==> config.mk <==
export PLATFORM = sky130hd
export DESIGN_NAME = adder_sum_stage
export DESIGN_NICKNAME = d
export VERILOG_FILES = /design/src/rtl/adder_sum_stage_pkg.sv /design/src/rtl/adder_sum_cell.sv /design/src/rtl/adder_sum_stage.sv
export SDC_FILE = /design/constraint.sdc
export NUM_CORES = 1
export LEC_CHECK = 0
export CAP_MARGIN = 5
export CORE_MARGIN = 2
export CORE_UTILIZATION = 44
export CTS_CLUSTER_SIZE = 40
export DETAILED_ROUTE_END_ITERATION = 7
export PLACE_DENSITY = 0.84
export SKIP_CTS_REPAIR_TIMING = 1
export SLEW_MARGIN = 20
export SYNTH_ARGS = -nofsm -noshare
export SYNTH_HDL_FRONTEND = slang
export SYNTH_SLANG_ARGS = --single-unit
==> constraint.sdc <==
create_clock -name i_clk -period 2.12 [get_ports i_clk]
set_input_delay 0.424 -clock i_clk [delete_from_list [all_inputs] [get_ports i_clk]]
set_output_delay 0.424 -clock i_clk [all_outputs]
set_load 0.03 [all_outputs]
==> src/rtl/adder_sum_stage_pkg.sv <==
// Shared constants and state encoding for the registered sum stage of the prefix adder.
package adder_sum_stage_pkg;

  localparam int unsigned LEN_DATA  = 32;
  // carry, overflow, zero, negative stored alongside the sum
  localparam int unsigned FLAG_BITS = 4;

  typedef enum logic [1:0] {
    AddSumEmpty = 2'd0,
    AddSumBusy  = 2'd1,
    AddSumFull  = 2'd2
  } add_sum_state_e;

endpackage

==> src/rtl/adder_sum_cell.sv <==
// Combinational carry, sum and NZCV-style flag computation from full-span group G/P.
module adder_sum_cell #(
  parameter int unsigned WIDTH = 32
) (
  input  logic [WIDTH-1:0] i_generate,
  input  logic [WIDTH-1:0] i_propogate,
  input  logic [WIDTH-1:0] i_bit_prop,
  input  logic             i_carry,
  output logic [WIDTH-1:0] o_sum,
  output logic             o_carry,
  output logic             o_overflow,
  output logic             o_zero,
  output logic             o_negative
);

  logic [WIDTH:0]   w_c;
  logic [WIDTH-1:0] w_sum;

  // Group terms span [i:0], so each carry needs only the adder carry-in.
  assign w_c   = {i_generate | (i_propogate & {WIDTH{i_carry}}), i_carry};
  assign w_sum = i_bit_prop ^ w_c[WIDTH-1:0];

  assign o_sum      = w_sum;
  assign o_carry    = w_c[WIDTH];
  assign o_overflow = w_c[WIDTH] ^ w_c[WIDTH-1];
  assign o_zero     = ~|w_sum;
  assign o_negative = w_sum[WIDTH-1];

endmodule

==> src/rtl/adder_sum_stage.sv <==
// Final registered adder stage: computes sum/flags and holds them in a 2-entry skid buffer.
module adder_sum_stage
  import adder_sum_stage_pkg::*;
#(
  parameter int unsigned WIDTH = LEN_DATA
) (
  input  logic             i_clk,
  input  logic             i_rst,
  input  logic             i_in_valid,
  output logic             o_in_ready,
  input  logic [WIDTH-1:0] i_generate,
  input  logic [WIDTH-1:0] i_propogate,
  input  logic [WIDTH-1:0] i_bit_prop,
  input  logic             i_carry,
  output logic             o_out_valid,
  input  logic             i_out_ready,
  output logic [WIDTH-1:0] o_sum,
  output logic             o_carry,
  output logic             o_overflow,
  output logic             o_zero,
  output logic             o_negative
);

  localparam int unsigned ResW = WIDTH + FLAG_BITS;

  add_sum_state_e  r_state, w_state_d;
  logic [ResW-1:0] r_main, r_skid, w_res;
  logic [WIDTH-1:0] w_sum;
  logic w_carry, w_overflow, w_zero, w_negative;
  logic w_accept, w_deliver, w_load_main_in, w_load_main_skid, w_load_skid;

  adder_sum_cell #(
    .WIDTH(WIDTH)
  ) u_cell (
    .i_generate (i_generate),
    .i_propogate(i_propogate),
    .i_bit_prop (i_bit_prop),
    .i_carry    (i_carry),
    .o_sum      (w_sum),
    .o_carry    (w_carry),
    .o_overflow (w_overflow),
    .o_zero     (w_zero),
    .o_negative (w_negative)
  );

  assign w_res = {w_sum, w_carry, w_overflow, w_zero, w_negative};

  // Gating valid with reset keeps a beat from being taken in the reset cycle.
  assign o_in_ready  = !i_rst && (r_state != AddSumFull);
  assign o_out_valid = !i_rst && (r_state != AddSumEmpty);
  assign w_accept    = i_in_valid && o_in_ready;
  assign w_deliver   = o_out_valid && i_out_ready;

  always_comb begin
    w_state_d        = r_state;
    w_load_main_in   = 1'b0;
    w_load_main_skid = 1'b0;
    w_load_skid      = 1'b0;
    unique case (r_state)
      AddSumEmpty: begin
        if (w_accept) begin
          w_state_d      = AddSumBusy;
          w_load_main_in = 1'b1;
        end
      end
      AddSumBusy: begin
        if (w_accept && !w_deliver) begin
          w_state_d   = AddSumFull;
          w_load_skid = 1'b1;
        end else if (w_accept && w_deliver) begin
          w_load_main_in = 1'b1;
        end else if (w_deliver) begin
          w_state_d = AddSumEmpty;
        end
      end
      AddSumFull: begin
        if (w_deliver) begin
          w_state_d        = AddSumBusy;
          w_load_main_skid = 1'b1;
        end
      end
      default: w_state_d = AddSumEmpty;
    endcase
  end

  always_ff @(posedge i_clk) begin
    if (i_rst) begin
      r_state <= AddSumEmpty;
      r_main  <= '0;
      r_skid  <= '0;
    end else begin
      r_state <= w_state_d;
      if (w_load_main_in) begin
        r_main <= w_res;
      end else if (w_load_main_skid) begin
        r_main <= r_skid;
      end
      if (w_load_skid) begin
        r_skid <= w_res;
      end
    end
  end

  assign {o_sum, o_carry, o_overflow, o_zero, o_negative} = r_main;

endmodule
**Word-level counts from Yosys, hierarchy flattened**

Cells that the tools add are included.
Widths: inputs -> output; s select.

- Word-level logic and storage cells: 44
- Register bits after elaboration: 74

- Reductions and logical operators: 14
- Equality and inequality tests: 7
- Bitwise logic cells: 4
- Multiplexer cells: 16

Operators with widths:

| cell | count |
|---|---|
| $mux 36 | 2 |
| $and 32x32->32 | 1 |
| $or 32x32->32 | 1 |
| $reduce_or 32->1 | 1 |
| $xor 32x32->32 | 1 |
| $mux 2 | 5 |
| $mux 1 | 7 |
| $logic_and 1x1->1 | 6 |
| $ne 2x2->1 const B | 3 |
| $ne 3x3->1 const B | 2 |
| $pmux 2 s3 | 1 |
| $reduce_and 4->1 | 1 |
| $reduce_bool 2->1 | 2 |
| $logic_not 1->1 | 3 |
| $eq 2x1->1 const B | 1 |
| $eq 2x2->1 const B | 1 |
| $logic_not 2->1 | 1 |
| $pmux 1 s2 | 1 |
| $xor 1x1->1 | 1 |

**Logic depth before layout (Yosys ltp)**

Gate-level depths: netlist of the first run.

- Depth in word-level cells: 8
- Mapped depth: 8

**Cells and area by module**

A second synthesis of the first run with hierarchy kept.

- Cells, all modules: 472
- Area, all modules: 4,103.9 um^2

By module, submodules not included:

| module | instances | area each (um^2) | seq. area each (um^2) | cells an instance |
|---|---|---|---|---|
| adder_sum_stage | 1 | 3,479.6 | 1,481.4 | 391 |
| adder_sum_cell | 1 | 624.3 | 0.0 | 81 |

**Least setup slack after synthesis of the first run**

OpenSTA, ideal clock, no wires.

- Kind: input -> output
- Start: input i_rst
- End: output o_in_ready
- Data arrival time: 1.232 ns
- Slack: 0.464 ns
- Cell stages on the path: 3
- Data required time: 1.696 ns
- Cells stage by stage: clkbuf_1 > buf_1 > nor2_1

- Cells in the longest elaborated chain, start to end: 2

Ends and longest elaborated chain:

| element | RTL line | RTL |
|---|---|---|
| from (decl) | adder_sum_stage.sv:8 | `input logic i_rst,` |
| $logic_not 1->1 | adder_sum_stage.sv:49 | `assign o_in_ready = !i_rst && (r_state != AddSumFull);` |
| $logic_and 1x1->1 | adder_sum_stage.sv:49 |  |
| to (decl) | adder_sum_stage.sv:10 | `output logic o_in_ready,` |

Every way passes these cells.

**Final worst setup path of the first run**

- Start: register r_state[1]
- End: output o_out_valid

- Cells in the longest elaborated chain, start to end: 2

Ends and longest elaborated chain:

| element | RTL line | RTL |
|---|---|---|
| from (decl) | adder_sum_stage.sv:26 | `add_sum_state_e r_state, w_state_d;` |
| from (signal assigned) | adder_sum_stage.sv:88 | `r_state <= AddSumEmpty;` |
| from (signal assigned) | adder_sum_stage.sv:92 | `r_state <= w_state_d;` |
| $reduce_bool 2->1 | adder_sum_stage.sv:50 | `assign o_out_valid = !i_rst && (r_state != AddSumEmpty);` |
| $logic_and 1x1->1 | adder_sum_stage.sv:50 |  |
| to (decl) | adder_sum_stage.sv:15 | `output logic o_out_valid,` |

Every way passes these cells.

==> key figures, run 1 <==
Run status
  – Status: complete, no violations

CTS
  – CTS tree: yes
  – Clock net sink count: ~70
  – Clk Latency, worst-skew pair: 350 ps
  – Clock buffer depth: 2
  – Root Buffer: clkbuf_8
  – Clk slew on worst S/H paths: ~70 ps
  – Num CTS Buffers: 9
  – H-tree Lvls: 3

Placement
  – Pre-CTS setup slack: -52.5 ps
  – Final HPWL DP: about 7600 µm
  – IO buf count: around 140
  – Placed Instances: approximately 640
  – Placer Congestion: approximately 0.8
  – Area post-placement: a little over 5000 µm²

Global route
  – GRT Util Overall: around a quarter
  – Largest net degree at the start of global routing: 39
  – First-pass GRT wire length: ~16000 µm
  – Grt ovf: 0
  – Vias in the first global route: 3398
  – Initial antenna violation count: 0

Worst setup path
  – R2r setup slk: about 430 ps
  – R2R Path Start: r_state[1]
  – Worst-path maximum fanout: 6
  – RR Endpoint: r_main[23]
  – Worst-case reg-to-reg path depth: 5
  – Critical Path RT: about 1700 ps
  – CP Data Arrival Time: approximately 1600 ps
  – Crit path kind: flop to primary output
  – Crit end category: primary output
  – Worst Setup Start Kind: flop

STA
  – Final hold vios: 0
  – Max Slew Vio Count: 0
  – F_max: between 500 and 600 MHz
  – Slew headroom: roughly 70%
  – Skew final: about 4.2 ps
  – Setup violators final: 0
  – RSZ-0062 raised after global routing: no
  – Period utilization: roughly 94%
  – Worst-margin pin slew: about 450 ps
  – Final worst slack: 131 ps
  – Fin crit period: a little under 2000 ps

Synthesis
  – Top cell type's share of synthesized area: 41.2%
  – Largest cells by area after synthesis: dfxtp_1, mux2i_1, a21oi_1
  – Mapped cell area: roughly 3500 µm²
  – Synth area leader: dfxtp_1
  – Register area share after synthesis: 41.2%
  – Flops & latches, synth: 72
  – Most instantiated library cell after synthesis: dfxtp_1
  – Async set-reset flop share out of synthesis: 0%
  – Synth Warn #: 0
  – EDFF count, synth: 0
  – Syn Nets: a little over 500
  – Count of different cell masters after synthesis: 30
  – Synth cell count leaders: dfxtp_1, nand2_1, a21oi_1
  – Syn avg cell area: ~8.6 µm²
  – Main synth FF type: dfxtp_1
  – Cell count after synthesis: roughly 410

Die
  – Initial Utilization: a little under half
  – Core footprint: around 7700 µm²
  – Die area: just under 9000 µm²
  – I/O pin count: around 140
  – Die Ht: 93.1 µm
  – Die W: around 93 µm
  – Row cnt: 32

Drt
  – Vias: approximately 3400
  – Routed length per instance: approximately 16 µm
  – Detail Route Antenna Nets: 0
  – Number of vias per cell: 5.27
  – Detailed Routing Iterations Pass 1: 4
  – DRC viols: 0
  – Starting DRT DRC Count: around 140
  – Routed Wire Length: between 10000 and 15000 µm

Pwr
  – Peak supply drop: about 0.34 mV
  – Comb pwr share: a little under a quarter
  – Pwr Density: 654 nW/µm²
  – Register share of total power: ~42%
  – Psw: around 0.00094 W
  – Pwr Total: approximately 0.0034 W
  – Net switching fraction of the power: a little over a quarter
  – P_leak: 1.77 nW
  – Clock share of power: between 30% and 40%
  – Pint: 0.00250 W

Cells and area
  – Final #Nets: about 650
  – Area of the multi-input gates: between 1500 and 2000 µm²
  – Area occupied by registers: ~1400 µm²
  – Final Instance Area: 5260 µm²
  – Layout overhead on the synthesized area: 50.6%
  – Share of cells above drive strength 1: between 10% and 20%
  – Ant diodes: 0
  – Fillers: just under 600
  – Final Non-Filler Cells: around 650

Worst hold path
  – Hold Startpoint: r_skid[6]
  – Hold path cells: 2
  – Hold Path Class: flop to flop
  – Hold endpoint: r_skid[6]

Run
  – Max-capacitance violation count: 0
-- power groups by stage --
stage | sequential [W] | clock [W] | combinational, W
6_report | 0.00145 | 0.00118 | 0.000811
3_5_place_dp | 0.00148 | 0 | 0.000805
2_1_floorplan | 0.00157 | 0 | 0.000299
3_3_place_gp | 0.00148 | 0 | 0.000794
5_1_grt | 0.00146 | 0.00124 | 0.000862
4_1_cts | 0.00145 | 0.00118 | 0.000812
-- kinds of logic (layout without fill, tap and decap cells) --
logic type / after synthesis / in the layout / synth area share, %
xor+xnor: 33 / 33 / 8.27
compound gates: 108 / 108 / 20.1
flops: 72 / 72 / 41.2
simple gates: 129 / 129 / 15.6
buf+inv: 31 / 175 / 5.30
mux: 33 / 33 / 9.45
-- placed cells by master (no fill, tap or decap) --
| cell | netlist | final |
|---|---|---|
| a211oi_1 | 34 | 34 |
| a21oi_1 | 56 | 56 |
| a21oi_2 | 12 | 12 |
| a21oi_4 | 1 | 1 |
| a221oi_1 | 1 | 1 |
| a311oi_1 | 1 | 1 |
| and3b_2 | 0 | 1 |
| buf_12 | 0 | 5 |
| buf_2 | 4 | 2 |
| buf_4 | 2 | 18 |
| bufinv_16 | 0 | 2 |
| clkbuf_8 | 0 | 10 |
| clkdlybuf4s50_1 | 0 | 135 |
| clkinv_2 | 0 | 2 |
| dfxtp_1 | 72 | 72 |
| dlymetal6s2s_1 | 0 | 1 |
| mux2i_1 | 33 | 33 |
| nand2_1 | 63 | 62 |
| nand2_2 | 0 | 1 |
| nand2b_1 | 2 | 2 |
| nand3b_1 | 2 | 2 |
| nand4_1 | 2 | 2 |
| nor2_1 | 44 | 44 |
| nor2b_1 | 3 | 3 |
| nor3_1 | 2 | 2 |
| nor3_4 | 0 | 1 |
| nor4_1 | 8 | 8 |
| o21a_1 | 1 | 1 |
| o22a_1 | 1 | 1 |
| o31ai_2 | 1 | 1 |
| or3_1 | 1 | 1 |
| xnor2_1 | 32 | 32 |
| xor2_1 | 1 | 1 |
-- metal layers --
| layer | vias up | GRT usage, % | part of all wire (%) |
|---|---|---|---|
| met1 | 1577 | 27.0 | 40 |
| met3 | 14 | 6.12 | 8.3 |
| met2 | 148 | 41.9 | 50 |
| met4 | 0 | 11.0 | 1.8 |
| met5 | - | 0 | 0 |
| li1 | 1694 | - | - |
-- state kept, by name (all words and copies together) (netlist names) --
register,flops
r_main,35
r_skid,35
r_state,2
-- worst max-delay path by stage --
stage | from | end | slack, ps | cells after the start
floorplan | i_rst | o_in_ready | 460 | 3
global placement | i_propogate[27] | r_skid[1] | -10 | 6
detailed placement | i_propogate[27] | r_skid[1] | -50 | 6
CTS | r_state[1] | o_in_ready | 50 | 3
global route | r_state[1] | o_out_valid | 70 | 3
finish | r_state[1] | o_out_valid | 130 | 3
-- metrics by stage --
stage / util (%) / TNS (ps) / hold WS, ps
2_1_floorplan: - / 0 / 436
3_3_place_gp: 65.4 / -9.88 / 441
3_5_place_dp: 65.4 / -57.7 / 448
4_1_cts: 68.1 / 0 / 458
5_1_grt: 68.1 / 0 / 473
6_report: 68.1 / 0 / 457
-- critical path, stage by stage (launching register included) --
cell	delay [ps]
dfxtp_1	400
nor2_1	70
nor2_1	80
clkdlybuf4s50_1	670
-- final cells by class --
class	instances	area share, %
multi-input combinational	303	35.7
timing repair buffer	161	30.6
sequential	72	27.4
clock buffer	10	2.61
tap	102	2.42
clock inverter	4	1.33
(Power assumes the default switching activity.)
==> run 2, diff against run 1 <==
Settings changed: RECOVER_POWER set to 25.
==> key figures, run 2 (synthesis gave the netlist of run 1 again) <==
Run status
  – Status: complete, no violations

Worst setup path
  – Crit end category: primary output
  – CP Data Arrival Time: around 1600 ps
  – Critical Path RT: 1700 ps
  – Worst-path maximum fanout: 6
  – Worst Setup Start Kind: flop
  – Crit path kind: flop to primary output

Cells and area
  – Layout overhead on the synthesized area: 50.0%
  – Regs by FF count: r_main (35), r_skid (35), r_state (2)
  – Most common cell after layout, fill and taps aside: clkdlybuf4s50_1
  – Most frequent cells in the layout: clkdlybuf4s50_1, dfxtp_1, nand2_1, a21oi_1, nor2_1
  – Share of cells above drive strength 1: 9.82%
  – Ant diodes: 0
  – Fin util: 67.8%
  – Final Instance Area: around 5200 µm²
  – Final #Nets: around 650

CTS
  – Root Buffer: clkbuf_8
  – Clk slew on worst S/H paths: 80 ps
  – H-tree Lvls: 3
  – CTS tree: yes
  – Clock buffer depth: 2
  – Clk Latency, worst-skew pair: between 300 and 400 ps
  – Num CTS Buffers: 9
  – Clock net sink count: just over 70

Pwr
  – Pint: around 0.0025 W
  – Peak supply drop: 0.344 mV
  – Psw: 0.000945 W
  – P_leak: around 1.8 nW
  – Net switching fraction of the power: a little over a quarter
  – Clock share of power: between 30% and 40%
  – Comb pwr share: between 20% and 30%
  – Register share of total power: between 40% and 50%
  – Pwr Density: 658 nW/µm²

Global route
  – First-pass GRT wire length: between 15000 and 20000 µm
  – Largest net degree at the start of global routing: 39
  – Vias in the first global route: 3398
  – Initial antenna violation count: 0
  – GRT Util Overall: between 20% and 30%
  – Grt ovf: 0

Die
  – I/O pin count: between 100 and 150
  – Row cnt: 32
  – Die W: just over 90 µm
  – Die area: 8670 µm²
  – Die Ht: just over 90 µm
  – Initial Utilization: between 40% and 50%
  – Core footprint: between 7000 and 8000 µm²

Drt
  – Number of vias per cell: around 5.3
  – Starting DRT DRC Count: approximately 130
  – Detail Route Antenna Nets: 0
  – Vias: 3449
  – Routed Wire Length: about 11000 µm
  – DRC viols: 0
  – Routed length per instance: 16.2 µm
  – Detailed Routing Iterations Pass 1: 4

STA
  – Skew final: roughly 4.5 ps
  – TNS Setup: 0 ps
  – Setup violators final: 0
  – Slew headroom: 70.1%
  – Worst-margin pin slew: 445 ps
  – Max Slew Vio Count: 0
  – RSZ-0062 raised after global routing: no
  – Final hold vios: 0
  – F_max: around 500 MHz
  – Period utilization: approximately 94%
  – Fin crit period: around 2000 ps

Placement
  – IO buf count: between 100 and 150
  – Final HPWL DP: around 7600 µm
  – Placer Congestion: 0.817
  – Area post-placement: approximately 5100 µm²

Worst hold path
  – Hold Path Class: flop to flop

Run
  – Max-capacitance violation count: 0
-- run 2: power groups by stage --
stage / combinational (W) / sequential, W / clock, W
2_1_floorplan: 0.000299 / 0.00157 / 0
3_3_place_gp: 0.000794 / 0.00148 / 0
3_5_place_dp: 0.000805 / 0.00148 / 0
4_1_cts: 0.000812 / 0.00145 / 0.00118
5_1_grt: 0.000859 / 0.00146 / 0.00124
6_report: 0.000809 / 0.00145 / 0.00118
-- run 2: metal layers --
| metal | part of all wire, % | GRT usage [%] | vias up | wire length (µm) |
|---|---|---|---|---|
| met4 | 2.0 | 11.0 | 0 | 208 |
| met5 | 0 | 0 | - | 0 |
| met1 | 40 | 27.0 | 1600 | 4270 |
| met2 | 50 | 41.9 | 138 | 5230 |
| li1 | - | - | 1696 | - |
| met3 | 7.9 | 6.12 | 15 | 838 |
-- run 2: worst max-delay path, stage by stage (launching register included) --
cell and delay (ps):
dfxtp_1 400, nor2_1 70, nor2_1 80, clkdlybuf4s50_1 670
-- run 2: cell type report --
class                           count  area, µm²
Fill cell                         590       2490
Clock inverter                      4       70.1
Tap cell                          102        128
Clock buffer                       10        138
Sequential cell                    72       1440
Multi-Input combinational cell    303       1880
Timing Repair Buffer              161       1590
-- run 2: path summary, 6_finish.rpt --
path | cells after the start | from | end | slack [ps]
setup / recovery | 3 | r_state[1] | o_out_valid | 130
hold reg to reg | 2 | r_skid[30] | r_skid[30] | 460
setup reg to reg | 5 | r_state[1] | r_main[23] | 210
hold / removal | 2 | r_skid[30] | r_skid[30] | 460
-- run 2: per-stage QoR --
step / power (W) / hold slack (ps) / cells / setup WS, ps
after floorplan: 0.00187 / 436 / 406 / 464
after global placement: 0.00228 / 441 / 638 / -9.88
after detailed placement: 0.00229 / 448 / 638 / -52.5
after CTS: 0.00345 / 458 / 652 / 52.5
after global routing: 0.00356 / 473 / 652 / 56.3
final: 0.00345 / 459 / 652 / 129
